File: src/rtl/switch_debouncer.sv
// -----------------------------------------------------------------------------
// switch_debouncer
//
// Input-conditioning stage for the lab slide switches. Each raw, asynchronous,
// bouncing switch bit is brought into the clk domain through a two-flop
// synchronizer and then debounced on its own. The clean level only follows
// the synchronized input after the input has disagreed with the clean level
// for DEBOUNCE_CYCLES consecutive clocks. Any agreement in between (a bounce
// or a glitch) clears the count, so the full qualification time starts again.
//
// Alongside the clean levels the block emits one-cycle rise/fall pulses per
// bit and a combined any_change pulse for downstream sequential logic.
//
// Ports
//   clk           in   1        system clock, all state updates on rising edge
//   rst           in   1        synchronous, active-high reset
//   switch_raw    in   N_BITS   raw asynchronous switch levels
//   switch_clean  out  N_BITS   debounced, registered switch levels
//   switch_rise   out  N_BITS   one-cycle pulse on a clean 0->1 transition
//   switch_fall   out  N_BITS   one-cycle pulse on a clean 1->0 transition
//   any_change    out  1        OR of all rise/fall pulses, same cycle
//
// Parameters
//   N_BITS           number of independent switch channels
//   DEBOUNCE_CYCLES  consecutive disagreeing clocks needed to flip (2..2^24)
//   CNT_W            per-bit counter width, derived from DEBOUNCE_CYCLES
//
// Latency: counting the edge that first captures a new raw level into the
// first synchronizer flop as edge 1, a held level appears on switch_clean at
// edge DEBOUNCE_CYCLES+2 (two edges of synchronizer, then DEBOUNCE_CYCLES
// edges of qualification, the last of which performs the flip).
//
// Every output is taken straight from a flop; there is no combinational path
// from switch_raw to any output.
// -----------------------------------------------------------------------------
module switch_debouncer #(
    parameter int N_BITS          = 8,
    parameter int DEBOUNCE_CYCLES = 1000000,
    localparam int CNT_W          = $clog2(DEBOUNCE_CYCLES)
) (
    input  logic              clk,
    input  logic              rst,
    input  logic [N_BITS-1:0] switch_raw,
    output logic [N_BITS-1:0] switch_clean,
    output logic [N_BITS-1:0] switch_rise,
    output logic [N_BITS-1:0] switch_fall,
    output logic              any_change
);

    // Terminal count: the edge on which the counter holds this value and the
    // input still disagrees is the DEBOUNCE_CYCLES-th disagreeing edge, so
    // the flip happens there. The counter therefore never goes past it.
    localparam logic [CNT_W-1:0] CNT_LAST = CNT_W'(DEBOUNCE_CYCLES - 1);
    localparam logic [CNT_W-1:0] CNT_ONE  = CNT_W'(1);

    // -------------------------------------------------------------------------
    // State
    // -------------------------------------------------------------------------
    // Synchronizer chain. sync1 may go metastable; only sync2 is consumed.
    logic [N_BITS-1:0] sync1_q, sync1_d;
    logic [N_BITS-1:0] sync2_q, sync2_d;

    // Debounced level and the registered edge pulses.
    logic [N_BITS-1:0] clean_q, clean_d;
    logic [N_BITS-1:0] rise_q,  rise_d;
    logic [N_BITS-1:0] fall_q,  fall_d;
    logic              any_q,   any_d;

    // One disagreement counter per channel.
    logic [CNT_W-1:0]  cnt_q [N_BITS];
    logic [CNT_W-1:0]  cnt_d [N_BITS];

    // -------------------------------------------------------------------------
    // Next-state logic
    // -------------------------------------------------------------------------
    always_comb begin
        // The synchronizer is a plain flop-to-flop chain: nothing may be
        // inserted between the two stages.
        sync1_d = switch_raw;
        sync2_d = sync1_q;

        // Hold the clean level, pulses default low every cycle.
        clean_d = clean_q;
        rise_d  = '0;
        fall_d  = '0;

        for (int i = 0; i < N_BITS; i++) begin
            cnt_d[i] = cnt_q[i];

            if (sync2_q[i] == clean_q[i]) begin
                // Input agrees with the clean level: any partial count is a
                // bounce or glitch and is thrown away.
                cnt_d[i] = '0;
            end else if (cnt_q[i] == CNT_LAST) begin
                // Disagreement has lasted the full qualification window:
                // adopt the new level and pulse in the same cycle that
                // switch_clean shows it.
                clean_d[i] = sync2_q[i];
                cnt_d[i]   = '0;
                rise_d[i]  = sync2_q[i];
                fall_d[i]  = ~sync2_q[i];
            end else begin
                cnt_d[i] = cnt_q[i] + CNT_ONE;
            end
        end

        // Computed from the next pulse values so that the registered
        // any_change lines up with the registered rise/fall pulses.
        any_d = |(rise_d | fall_d);
    end

    // -------------------------------------------------------------------------
    // Registers
    // -------------------------------------------------------------------------
    // Reset wins over everything, including a flip that would otherwise have
    // landed on the same edge; a pending qualification is simply discarded.
    always_ff @(posedge clk) begin
        if (rst) begin
            sync1_q <= '0;
            sync2_q <= '0;
            clean_q <= '0;
            rise_q  <= '0;
            fall_q  <= '0;
            any_q   <= 1'b0;
            for (int i = 0; i < N_BITS; i++) begin
                cnt_q[i] <= '0;
            end
        end else begin
            sync1_q <= sync1_d;
            sync2_q <= sync2_d;
            clean_q <= clean_d;
            rise_q  <= rise_d;
            fall_q  <= fall_d;
            any_q   <= any_d;
            for (int i = 0; i < N_BITS; i++) begin
                cnt_q[i] <= cnt_d[i];
            end
        end
    end

    // -------------------------------------------------------------------------
    // Outputs (all registered)
    // -------------------------------------------------------------------------
    assign switch_clean = clean_q;
    assign switch_rise  = rise_q;
    assign switch_fall  = fall_q;
    assign any_change   = any_q;

endmodule
File: config.mk
export PLATFORM = sky130hd
export DESIGN_NAME = switch_debouncer
export DESIGN_NICKNAME = d
export VERILOG_FILES = /design/src/rtl/switch_debouncer.sv
export SDC_FILE = /design/constraint.sdc
export NUM_CORES = 1
export LEC_CHECK = 0
export BUFFER_PORTS_ARGS = -buffer_cell sky130_fd_sc_hd__buf_2
export CORE_MARGIN = 8
export CORE_UTILIZATION = 34
export CTS_CLUSTER_SIZE = 25
export DETAILED_ROUTE_END_ITERATION = 10
export SYNTH_ARGS = -nofsm -noshare
export SYNTH_HDL_FRONTEND = slang
export SYNTH_SLANG_ARGS = --single-unit
File: constraint.sdc
create_clock -name clk -period 3.8 [get_ports clk]
set_input_delay 0.19 -clock clk [delete_from_list [all_inputs] [get_ports clk]]
set_output_delay 0.19 -clock clk [all_outputs]
set_load 0.02 [all_outputs]
Word level (Yosys, flattened, before mapping)
Memory sizes are Yosys's and may differ from the RTL's.
Index checks and enable logic that the tools add are counted.
{"block": "classes", "n_mux": 59, "bitwise": 25, "n_eq_ne": 16, "n_reduce_logical": 9, "addsub": 8}
{"op": "two-way mux 20 bit", "count": 24}
{"op": "adder 20 x 1 -> 20 bit (second input constant)", "count": 8}
{"op": "== test 20 bit (second input constant)", "count": 8}
{"op": "two-way mux 1 bit", "count": 35}
{"op": "inverter 1 bit", "count": 16}
{"op": "AND reduction 2 bit", "count": 8}
{"op": "== test 1 bit", "count": 8}
{"op": "OR 1 bit", "count": 8}
{"op": "OR 8 bit", "count": 1}
{"op": "OR reduction 8 bit", "count": 1}
{"block": "word_totals", "memories": 1, "reg_bits": 41, "ramBits": 160, "word_cells": 131, "output_inout_bits": 25, "inputBits": 10}
{"memory": "cnt_q", "depth": 8, "word_bits": 20, "rd": 8, "rd_ports_with_merged_regs": 0, "wr": 8, "line_no": "70", "text": "logic [CNT_W-1:0] cnt_q [N_BITS];"}

Depth between registers and ports, before layout
Gate-level depths: netlist of run 1.
{"block": "logic_depth", "word_depth": 5, "depth_mapped": 7, "depth_no_buf": 5}

Worst setup path before layout of run 1
Ideal clock, no wire load.
{"block": "synth_timing", "kind": "flip-flop to flip-flop", "start": "mem cnt_q[1][0] (netlist bit)", "end": "mem cnt_q[1][10] (netlist bit)", "path_buffers": 2, "t_arrival_ns": 1.860, "path_slack_ns": 1.812, "stages_incl_launch_ff": 8, "setup_time_ns": 0.128, "cell_sequence": "dfxtp_1 ha_1 and4_1 clkbuf_1 nand4_1 o21ai_1 clkbuf_1 nor2_1"}
{"item": "start: declaration", "line_no": "70"}

==> results.py, run 1 <==
metrics = {
    "cells_and_area": {
        "seqCellArea_sq_mm": 0.004024,
        "fin_area_sq_mm": 0.01007,
        "n_fill_cell": 2487,
        "nets": 1029,
        "syn2layout_area_growth_pct": 15.59,
        "antenna_cells": 0,
        "layout-drive-gt1-share_pct": 9.932,
        "multiInputGateArea_sq_mm": 0.004467,
    },
    "routing": {
        "wl_mm": 17.40,
        "via_per_inst": 5.075,
        "initialDrtViolationCount": 408,
        "ant_nets": 0,
        "wl_per_cell_um": 12.82,
        "post-route-drc-count": 0,
        "first_pass_iters": 4,
        "num_vias": 6887,
    },
    "power_and_ir_drop": {
        "clock_power_share_pct": 51.4,
        "pwr-share-comb_pct": 1.2,
        "power_density_mw_per_mm2": 444.6,
        "power.switching_mw": 0.8772,
        "seqPwrFrac_pct": 47.5,
        "vdd_ir_drop_max_uv": 472.8,
        "p_sw_share_pct": 19.60,
        "p_leak_nw": 3.099,
        "p_int_mw": 3.599,
    },
    "logic_synthesis": {
        "synthSimpleGateAreaFrac_pct": 30.78,
        "yosys.area_share.xor_xnor_pct": 9.353,
        "muxShareOfSynthArea_pct": 0,
        "synth-edff-count": 0,
        "ys_async_sr_fraction_pct": 0,
        "syn-cell-area_sq_mm": 0.008708,
        "synth_seq_cells": 201,
        "ys_types": 48,
        "seq_area_frac_synth_pct": 46.21,
        "synth_nets": 985,
        "synth_warnings": 0,
        "synth_area_per_cell_sq_um": 9.006,
        "synth-main-ff-cell": "dfxtp_1",
        "synth_compound_area_share_pct": 10.01,
        "synth_top_family_by_area": "simple AND/OR/NAND/NOR gates",
        "syn-instance-count": 967,
        "synthAdderAreaFrac_pct": 1.149,
    },
    "sta": {
        "hold_viol": 0,
        "relSlewSlack_pct": 46.26,
        "fmax_mhz": 438.5,
        "tightest_slew_ns": 0.8061,
        "rsz0062_at_grt": "no",
        "timing_max_transition_violations_final": 0,
        "fin_crit_sh_pct": 60.01,
        "min_period_ns": 2.280,
        "setup_tns_ns": 0,
        "setup-violations-final": 0,
        "fin_skew_ns": 0.01400,
    },
    "critical_path": {
        "required_ns": 4.17,
        "path_class": "reg -> reg",
        "crit_fanout": 11,
        "start_kind": "register",
        "end_kind": "register",
        "cp.arrival_ns": 2.65,
    },
    "placement": {
        "port_buffers": 34,
        "place_area_sq_mm": 0.009186,
        "hpwl_mm": 11.97,
        "gp_congestion": 0.7786,
    },
    "clocking": {
        "cts_tree": "yes",
        "cts_setup_buffers": 0,
        "clkSlewWorstSetupHoldPaths_ns": 0.06,
        "cts-root-buf": "clkbuf_16",
        "cts_hold_buf": 8,
        "htreeDepth": 1,
        "cts-resized-gates": 0,
        "clockBufferDepth": 3,
        "numCtsBuffers": 23,
        "clk_latency_ns": 0.49,
        "numClockSinks": 201,
    },
    "die": {
        "fp-row-count": 58,
        "ios": 35,
        "coreArea_sq_mm": 0.02518,
        "die_w_um": 176.0,
        "die_area_sq_mm": 0.03099,
        "start_util_pct": 34.58,
        "die_h_um": 176.0,
    },
    "grt": {
        "grt_pass1_wl_mm": 30.55,
        "grt_max_degree": 42,
        "grt_overflow": 0,
        "grt_pass1_vias": 6476,
        "antenna_found_initial": 0,
        "grt.total_usage_pct": 11.21,
    },
    "run": {
        "drv_cap": 0,
    },
    "run_status": {
        "status": "finished, final reports clean",
    },
    "min_path": {
        "hold_path.class": "in -> reg",
    },
}
placed cells by master (no fill, tap or decap), types with 2 or more instances in the layout:
cell / n
dfxtp_1: 201
nor2_1: 107
a21oi_1: 67
nand2_1: 55
nand3_1: 49
xnor2_1: 49
nand4_1: 45
xor2_1: 44
o21ai_0: 37
or3_1: 36
buf_2: 34
or4_1: 33
o31ai_1: 28
clkbuf_16: 23
and3_1: 22
inv_1: 20
nor2b_1: 19
nor4_1: 15
nor4b_1: 15
and4_1: 14
and2_1: 12
nor3_1: 11
or2_2: 10
ha_1: 8
dlygate4sd3_1: 8
clkinv_2: 5
buf_4: 5
or4_4: 4
o21ai_4: 4
nor4bb_1: 4
o21ai_1: 4
clkbuf_1: 4
clkbuf_8: 4
bufinv_16: 4
or4bb_1: 3
nand4b_1: 2
or4b_2: 2
nor3b_1: 2
or4b_1: 2
nand3b_1: 2
flip-flops by register name, summed over array words and instances, names as in the netlist:
| signal | count |
|---|---|
| switch_fall | 8 |
| switch_rise | 8 |
| cnt_q | 160 |
| sync1_q | 8 |
| sync2_q | 8 |
| any_change | 1 |
| switch_clean | 8 |
layout make-up:
type | instances | area share [%]
sequential | 201 | 39.98
tap | 330 | 4.102
inverter | 20 | 0.7458
timing repair buffer | 47 | 2.859
clock buffer | 31 | 6.414
multi-input combinational | 718 | 44.38
clock inverter | 10 | 1.529
worst max-delay path, cell delays in order (launching register included):
cell and delay [ns]:
dfxtp_1 0.35, ha_1 0.22, and4_1 0.34, nand4_1 0.31, o21ai_1 0.59, buf_4 0.29
a21oi_1 0.06
final timing paths:
path         cells past startpoint    startpoint           end  slack [ns]
max                              6   cnt_q[1][0]  cnt_q[1][19]        1.52
min                              2           rst    sync2_q[7]        0.29
max reg2reg                      6   cnt_q[1][0]  cnt_q[1][19]        1.52
min reg2reg                      1  cnt_q[1][40]  cnt_q[1][40]        0.44
power groups by stage:
stage	clock (mW)	sequential (mW)	combinational [mW]
floorplan	0	2.17	0.0332
global placement	0	2.17	0.0464
detailed placement	0	2.17	0.0468
CTS	2.37	2.12	0.0531
global route	2.47	2.13	0.0587
finish	2.30	2.13	0.0516
stage by stage:
stage | utilization, % | hold WS [ns] | instances | setup slack [ns] | total power, mW
2_1_floorplan | - | 0.3182 | 967 | 1.812 | 2.202
3_3_place_gp | 36.48 | 0.3982 | 1308 | 1.487 | 2.218
3_5_place_dp | 36.48 | 0.4060 | 1308 | 1.525 | 2.219
4_1_cts | 39.97 | 0.2810 | 1357 | 1.506 | 4.544
5_1_grt | 39.97 | 0.3473 | 1357 | 1.318 | 4.652
6_report | 39.97 | 0.2938 | 1357 | 1.520 | 4.476
cell families after synthesis:
kind of cell    after synthesis
compound gates              146
fa+ha+maj                     8
buf+inv                      48
simple gates                471
xor+xnor                     93
flops                       201
layer usage:
metal / wire (um) / part of all wire, % / global-route usage, % / vias to the layer above
li1: - / - / - / 3612
met1: 8707 / 50 / 14.76 / 3183
met2: 7779 / 45 / 18.69 / 64
met3: 573 / 3.3 / 2.051 / 28
met4: 337 / 1.9 / 2.720 / 0
met5: 0 / 0 / 0 / -
synthesized netlist by cell type (2+ instances only):
library cell | number | area (sq um)
or4_1 | 33 | 247.7
and4_1 | 14 | 122.6
nor3_1 | 11 | 55.05
nand2_1 | 55 | 206.5
nand3_1 | 49 | 245.2
nor4b_1 | 15 | 131.4
nor4_1 | 15 | 93.84
xor2_1 | 44 | 385.4
nand4b_1 | 2 | 17.52
nand3b_1 | 2 | 15.01
and2_1 | 12 | 75.07
nor3b_1 | 2 | 15.01
nor4bb_1 | 4 | 40.04
or4bb_1 | 3 | 33.78
nand4_1 | 45 | 281.5
o21ai_4 | 4 | 65.06
clkbuf_1 | 22 | 82.58
o21ai_0 | 37 | 185.2
or2_2 | 10 | 62.56
buf_6 | 4 | 45.04
buf_4 | 2 | 15.01
o31ai_1 | 28 | 210.2
or4_4 | 4 | 45.04
nor2_1 | 107 | 401.6
a21oi_1 | 67 | 335.3
or3_1 | 36 | 225.2
xnor2_1 | 49 | 429.2
and3_1 | 22 | 137.6
o21ai_1 | 4 | 20.02
or4b_2 | 2 | 20.02
inv_1 | 20 | 75.07
dfxtp_1 | 201 | 4024
or4b_1 | 2 | 20.02
ha_1 | 8 | 100.1
nor2b_1 | 19 | 118.9
(Power assumes the default switching activity.)
==> inputs of run 2 (changes only) <==
Clock period 3.8 ns to 2.37 ns, I/O delays scaled along.
==> run 2 against run 1 <==
Compared with the run above: combinational power grew 79%; global-route usage grew 0.31 points; via count grew 2.3%; critical endpoint is now cnt_q[0][44]; routed wire length grew 3.5%; clock skew shrank 0.0038 ns; count of clock-buffer cells in the layout grew 7; final cell count grew 1.0%; register-to-register slack lost 1.2 ns; maximum frequency grew 10%; clock power grew 51%; final area grew 0.61%; highest routed layer unchanged.
==> results.py, run 2 (same netlist as run 1, synthesis figures left out) <==
metrics = {
    "clocking": {
        "htreeDepth": 1,
        "numClockSinks": 201,
        "cts_tree": "yes",
        "numCtsBuffers": 23,
        "clkSlewWorstSetupHoldPaths_ns": 0.06,
        "clockBufferDepth": 3,
        "cts-root-buf": "clkbuf_16",
        "clk_latency_ns": 0.50,
    },
    "min_path": {
        "hold_path.class": "in -> reg",
    },
    "critical_path": {
        "crit_fanout": 19,
        "start_kind": "register",
        "cp.arrival_ns": 2.45,
        "slowest_stage": "or4_1",
        "cpPeakStageDelay_ns": 0.58,
        "end_kind": "register",
        "required_ns": 2.76,
        "path_class": "reg -> reg",
        "crit_chain": "or4_1, or4_4, o21ai_4, buf_4, nor2_1",
    },
    "power_and_ir_drop": {
        "power_density_mw_per_mm2": 687.8,
        "vdd_ir_drop_max_uv": 457.3,
        "p_leak_nw": 3.137,
    },
    "grt": {
        "antenna_found_initial": 0,
        "grt_pass1_wl_mm": 31.37,
        "grt_max_degree": 20,
        "grt_pass1_vias": 6770,
        "grt.total_usage_pct": 11.52,
        "grt_overflow": 0,
    },
    "die": {
        "die_h_um": 176.0,
        "ios": 35,
        "start_util_pct": 34.58,
        "coreArea_sq_mm": 0.02518,
        "die_area_sq_mm": 0.03099,
        "fp-row-count": 58,
        "die_w_um": 176.0,
    },
    "sta": {
        "fin_crit_sh_pct": 87.19,
        "setup-violations-final": 0,
        "timing_max_transition_violations_final": 0,
        "min_period_ns": 2.066,
        "hold_viol": 0,
        "fin_skew_ns": 0.01019,
        "relSlewSlack_pct": 69.19,
        "fmax_mhz": 484.0,
        "rsz0062_at_grt": "no",
        "setup_tns_ns": 0,
        "tightest_slew_ns": 0.4580,
    },
    "routing": {
        "ant_nets": 0,
        "first_pass_iters": 4,
        "wl_per_cell_um": 13.13,
        "via_per_inst": 5.137,
        "num_vias": 7043,
        "post-route-drc-count": 0,
        "initialDrtViolationCount": 394,
        "wl_met3_um": 682,
        "wl_mm": 18.01,
        "m1WireLength_mm": 8.660,
        "maxUsedRoutingLayer": "met4",
        "wl_met2_mm": 8.199,
    },
    "placement": {
        "gp_congestion": 0.7786,
        "hpwl_mm": 12.33,
        "port_buffers": 34,
        "place_area_sq_mm": 0.009284,
    },
    "cells_and_area": {
        "syn2layout_area_growth_pct": 16.29,
        "fin_area_sq_mm": 0.01013,
        "final_util_pct": 40.22,
        "antenna_cells": 0,
        "largest_reg_flops": 160,
        "nets": 1043,
        "final_common_cell": "dfxtp_1",
        "final_cell_mix": "dfxtp_1 (201), nor2_1 (107), a21oi_1 (67), nand2_1 (55)",
        "largest-register": "cnt_q",
        "n_fill_cell": 2449,
        "layout-drive-gt1-share_pct": 10.95,
    },
    "run_status": {
        "status": "finished, final reports clean",
    },
    "run": {
        "drv_cap": 0,
    },
}
==> run 2: cell types whose count changed in the layout (fill, tap and decap cells not counted), sizes merged <==
cell         delta
clkbuf          +7
bufinv          -4
buf            +13
clkinvlp        +1
dlygate4sd3     +1
clkinv          -4
==> run 2: critical path: cells and delay by family (launching register included) <==
family | cells | cell delay (ns)
simple gates | 3 | 1.24
flops | 1 | 0.34
compound gates | 1 | 0.13
buf+inv | 1 | 0.24
==> run 2: timing repair <==
| action | in CTS | in global routing |
|---|---|---|
| hold endpoints to repair | 8 | 0 |
| setup buffers | 0 | 0 |
| hold buffers | 9 | 0 |
| resized for setup | 0 | 0 |
==> run 2: stage by stage <==
step / std cells / hold WS (ns) / total power [mW] / setup WS, ns
after floorplan: 967 / 0.2467 / 3.531 / 0.3824
after global placement: 1321 / 0.3268 / 3.564 / 0.3500
final: 1371 / 0.02489 / 6.965 / 0.3037
after global routing: 1371 / 0.02805 / 7.235 / 0.2177
after detailed placement: 1321 / 0.3341 / 3.564 / 0.3298
after CTS: 1371 / 0.001607 / 7.094 / 0.3140
==> run 2: cell type report <==
| cell class | count | area, sq um | area share (%) |
|---|---|---|---|
| clock inverter | 3 | 21.27 | 0.2100 |
| multi-input combinational | 718 | 4467 | 44.11 |
| timing repair buffer | 61 | 395.4 | 3.904 |
| tap | 330 | 412.9 | 4.077 |
| sequential | 201 | 4024 | 39.73 |
| inverter | 20 | 75.07 | 0.7413 |
| clock buffer | 38 | 732.0 | 7.228 |
==> run 2: report_power, final <==
part           total (mW)  switching, mW  internal [mW]
sequential           3.41         0.0113           3.40
clock                3.47           1.37           2.09
combinational      0.0923         0.0512         0.0411
==> run 2: routing by layer <==
layer / vias up / track usage (%)
met5: - / 0
met4: 0 / 3.356
met3: 34 / 2.307
met2: 88 / 19.52
met1: 3294 / 14.58
li1: 3627 / -
==> run 2: worst paths after layout <==
path                     endpoint  cells past startpoint    startpoint  slack (ns)
setup / recovery     cnt_q[0][44]                      5  cnt_q[0][51]        0.30
hold / removal    switch_clean[4]                      2           rst        0.02
setup reg to reg     cnt_q[0][44]                      5  cnt_q[0][51]        0.30
hold reg to reg        sync2_q[3]                      1    sync1_q[3]        0.43
==> inputs of run 3 (changes only) <==
Settings changed: CTS_BUF_LIST set to sky130_fd_sc_hd__clkbuf_16, REMOVE_ABC_BUFFERS set to 1.
==> run 3 against run 2 <==
Compared with the run above: first-iteration DRC count fell by 2.3%; worst setup slack got worse by 0.021 ns; non-clock buffer count fell by 1; count of clock-buffer cells in the layout decreased by 15; sequential share of layout area rose by 0.28 points; clock power decreased by 8.9%; critical path depth stayed put; clock skew decreased by 0.0022 ns; power shrank 4.4%; critical endpoint is now cnt_q[0][56]; register-to-register slack got worse by 0.02 ns; via count is 1.1% lower; highest routed layer unchanged; combinational power is 2% higher.
==> results.py, run 3 (same netlist as run 1, synthesis figures left out) <==
metrics = {
    "clocking": {
        "numClockSinks": 201,
        "cts-root-buf": "clkbuf_16",
        "cts_setup_buffers": 0,
        "numCtsBuffers": 23,
        "cts_tree": "yes",
        "clkSlewWorstSetupHoldPaths_ns": 0.06,
        "clk_latency_ns": 0.49,
        "clockBufferDepth": 3,
        "htreeDepth": 1,
    },
    "power_and_ir_drop": {
        "clock_power_share_pct": 47.4,
        "power_density_mw_per_mm2": 662.2,
        "power.switching_mw": 1.371,
        "pwr-share-comb_pct": 1.4,
        "p_leak_nw": 3.137,
        "vdd_ir_drop_max_uv": 423.2,
        "seqPwrFrac_pct": 51.2,
        "p_sw_share_pct": 20.59,
        "p_int_mw": 5.287,
    },
    "routing": {
        "post-route-drc-count": 0,
        "wl_mm": 17.84,
        "num_vias": 6963,
        "ant_nets": 0,
        "first_pass_iters": 5,
        "initialDrtViolationCount": 385,
        "via_per_inst": 5.090,
        "wl_per_cell_um": 13.04,
    },
    "grt": {
        "grt_pass1_vias": 6416,
        "grt_max_degree": 22,
        "grt.total_usage_pct": 11.15,
        "grt_pass1_wl_mm": 30.37,
        "antenna_found_initial": 0,
        "grt_overflow": 0,
    },
    "critical_path": {
        "required_ns": 2.74,
        "reg2reg_setup_slack_ns": 0.28,
        "crit_fanout": 12,
        "end_kind": "register",
        "start_kind": "register",
        "reg2regPathDepth": 5,
        "cpPeakStageDelay_ns": 0.57,
        "crit_chain": "or4_1, or4_4, o21ai_4, buf_12, a21oi_1",
        "slowest_stage": "or4_1",
        "cp.arrival_ns": 2.46,
        "path_class": "reg -> reg",
    },
    "sta": {
        "hold_viol": 0,
        "rsz0062_at_grt": "no",
        "min_period_ns": 2.087,
        "setup_tns_ns": 0,
        "tightest_slew_ns": 0.5029,
        "relSlewSlack_pct": 66.47,
        "timing_max_transition_violations_final": 0,
        "setup-violations-final": 0,
        "fin_crit_sh_pct": 88.07,
        "fin_skew_ns": 0.008021,
        "fmax_mhz": 479.1,
    },
    "cells_and_area": {
        "final_common_cell": "dfxtp_1",
        "layout-drive-gt1-share_pct": 10.21,
        "largest-register": "cnt_q",
        "nets": 1042,
        "syn2layout_area_growth_pct": 15.47,
        "largest_reg_flops": 160,
        "antenna_cells": 0,
        "n_fill_cell": 2535,
        "final_cell_mix": "dfxtp_1 (201), nor2_1 (107), a21oi_1 (67), nand2_1 (55)",
        "final_util_pct": 39.93,
    },
    "run": {
        "drv_cap": 0,
    },
    "min_path": {
        "min_path_cells": 2,
        "hold_path.class": "in -> reg",
    },
    "die": {
        "die_w_um": 176.0,
        "die_area_sq_mm": 0.03099,
        "coreArea_sq_mm": 0.02518,
        "fp-row-count": 58,
        "start_util_pct": 34.58,
        "die_h_um": 176.0,
        "ios": 35,
    },
    "placement": {
        "port_buffers": 34,
        "gp_congestion": 0.7808,
        "hpwl_mm": 12.11,
    },
    "run_status": {
        "status": "finished, final reports clean",
    },
}
-- run 3: cell types whose count changed in the layout (fill, tap and decap cells not counted), moves of 3 or more --
| cell | previous run | this run |
|---|---|---|
| inv_1 | 20 | 29 |
| clkbuf_8 | 10 | 0 |
| clkinv_2 | 1 | 4 |
| clkbuf_1 | 5 | 0 |
-- run 3: power by group through the flow --
stage	sequential, mW	clock, mW	combinational, mW
floorplan	3.48	0	0.0368
global placement	3.48	0	0.0849
detailed placement	3.48	0	0.0843
CTS	3.41	3.26	0.0951
global route	3.41	3.40	0.104
finish	3.41	3.16	0.0938
-- run 3: area by class of cell --
type	instances	area (sq um)	area share, %
multi-input combinational	718	4467	44.42
sequential	201	4024	40.01
tap	330	412.9	4.106
clock inverter	16	91.34	0.9083
clock buffer	23	575.6	5.724
inverter	20	75.07	0.7465
timing repair buffer	60	410.4	4.081
-- run 3: routing by layer --
layer / vias to the layer above / routed length [um] / global-route usage [%]
met3: 29 / 592 / 2.051
met2: 68 / 7533 / 17.15
met1: 3238 / 9283 / 15.74
met5: - / 0 / 0
met4: 0 / 428 / 2.932
li1: 3628 / - / -
-- run 3: per-stage QoR --
step           hold WS, ns  instances  total power [mW]  setup slack [ns]  area [sq um]
2_1_floorplan       0.1876        939             3.515            0.4069          8566
3_3_place_gp        0.3293       1321             3.566            0.3184          9309
3_5_place_dp        0.3346       1321             3.566            0.2941          9309
4_1_cts            0.07011       1368             6.766            0.2818         10060
5_1_grt            0.08765       1368             6.911            0.1717         10060
6_report           0.08704       1368             6.659            0.2826         10060
-- run 3: critical path: cells and delay by family, from the launching register on --
family	cells	cell delay [ns]
buffers and inverters	1	0.18
AO/OA/AOI/OAI	2	0.32
flip-flops	1	0.33
AND/OR/NAND/NOR	2	1.14
-- run 3: path summary, 6_finish.rpt --
path                                   start      endpoint
worst max-delay path            cnt_q[0][51]  cnt_q[0][56]
worst max register to register  cnt_q[0][51]  cnt_q[0][56]
worst min register to register    sync1_q[2]    sync2_q[2]
worst min-delay path                     rst    sync1_q[2]
-- run 3: timing repair --
item                                    4_1_cts  5_1_grt
hold endpoints to repair                      8        0
resized for setup                             0        0
endpoints found under the setup margin        0        0
hold buffers                                  8        0
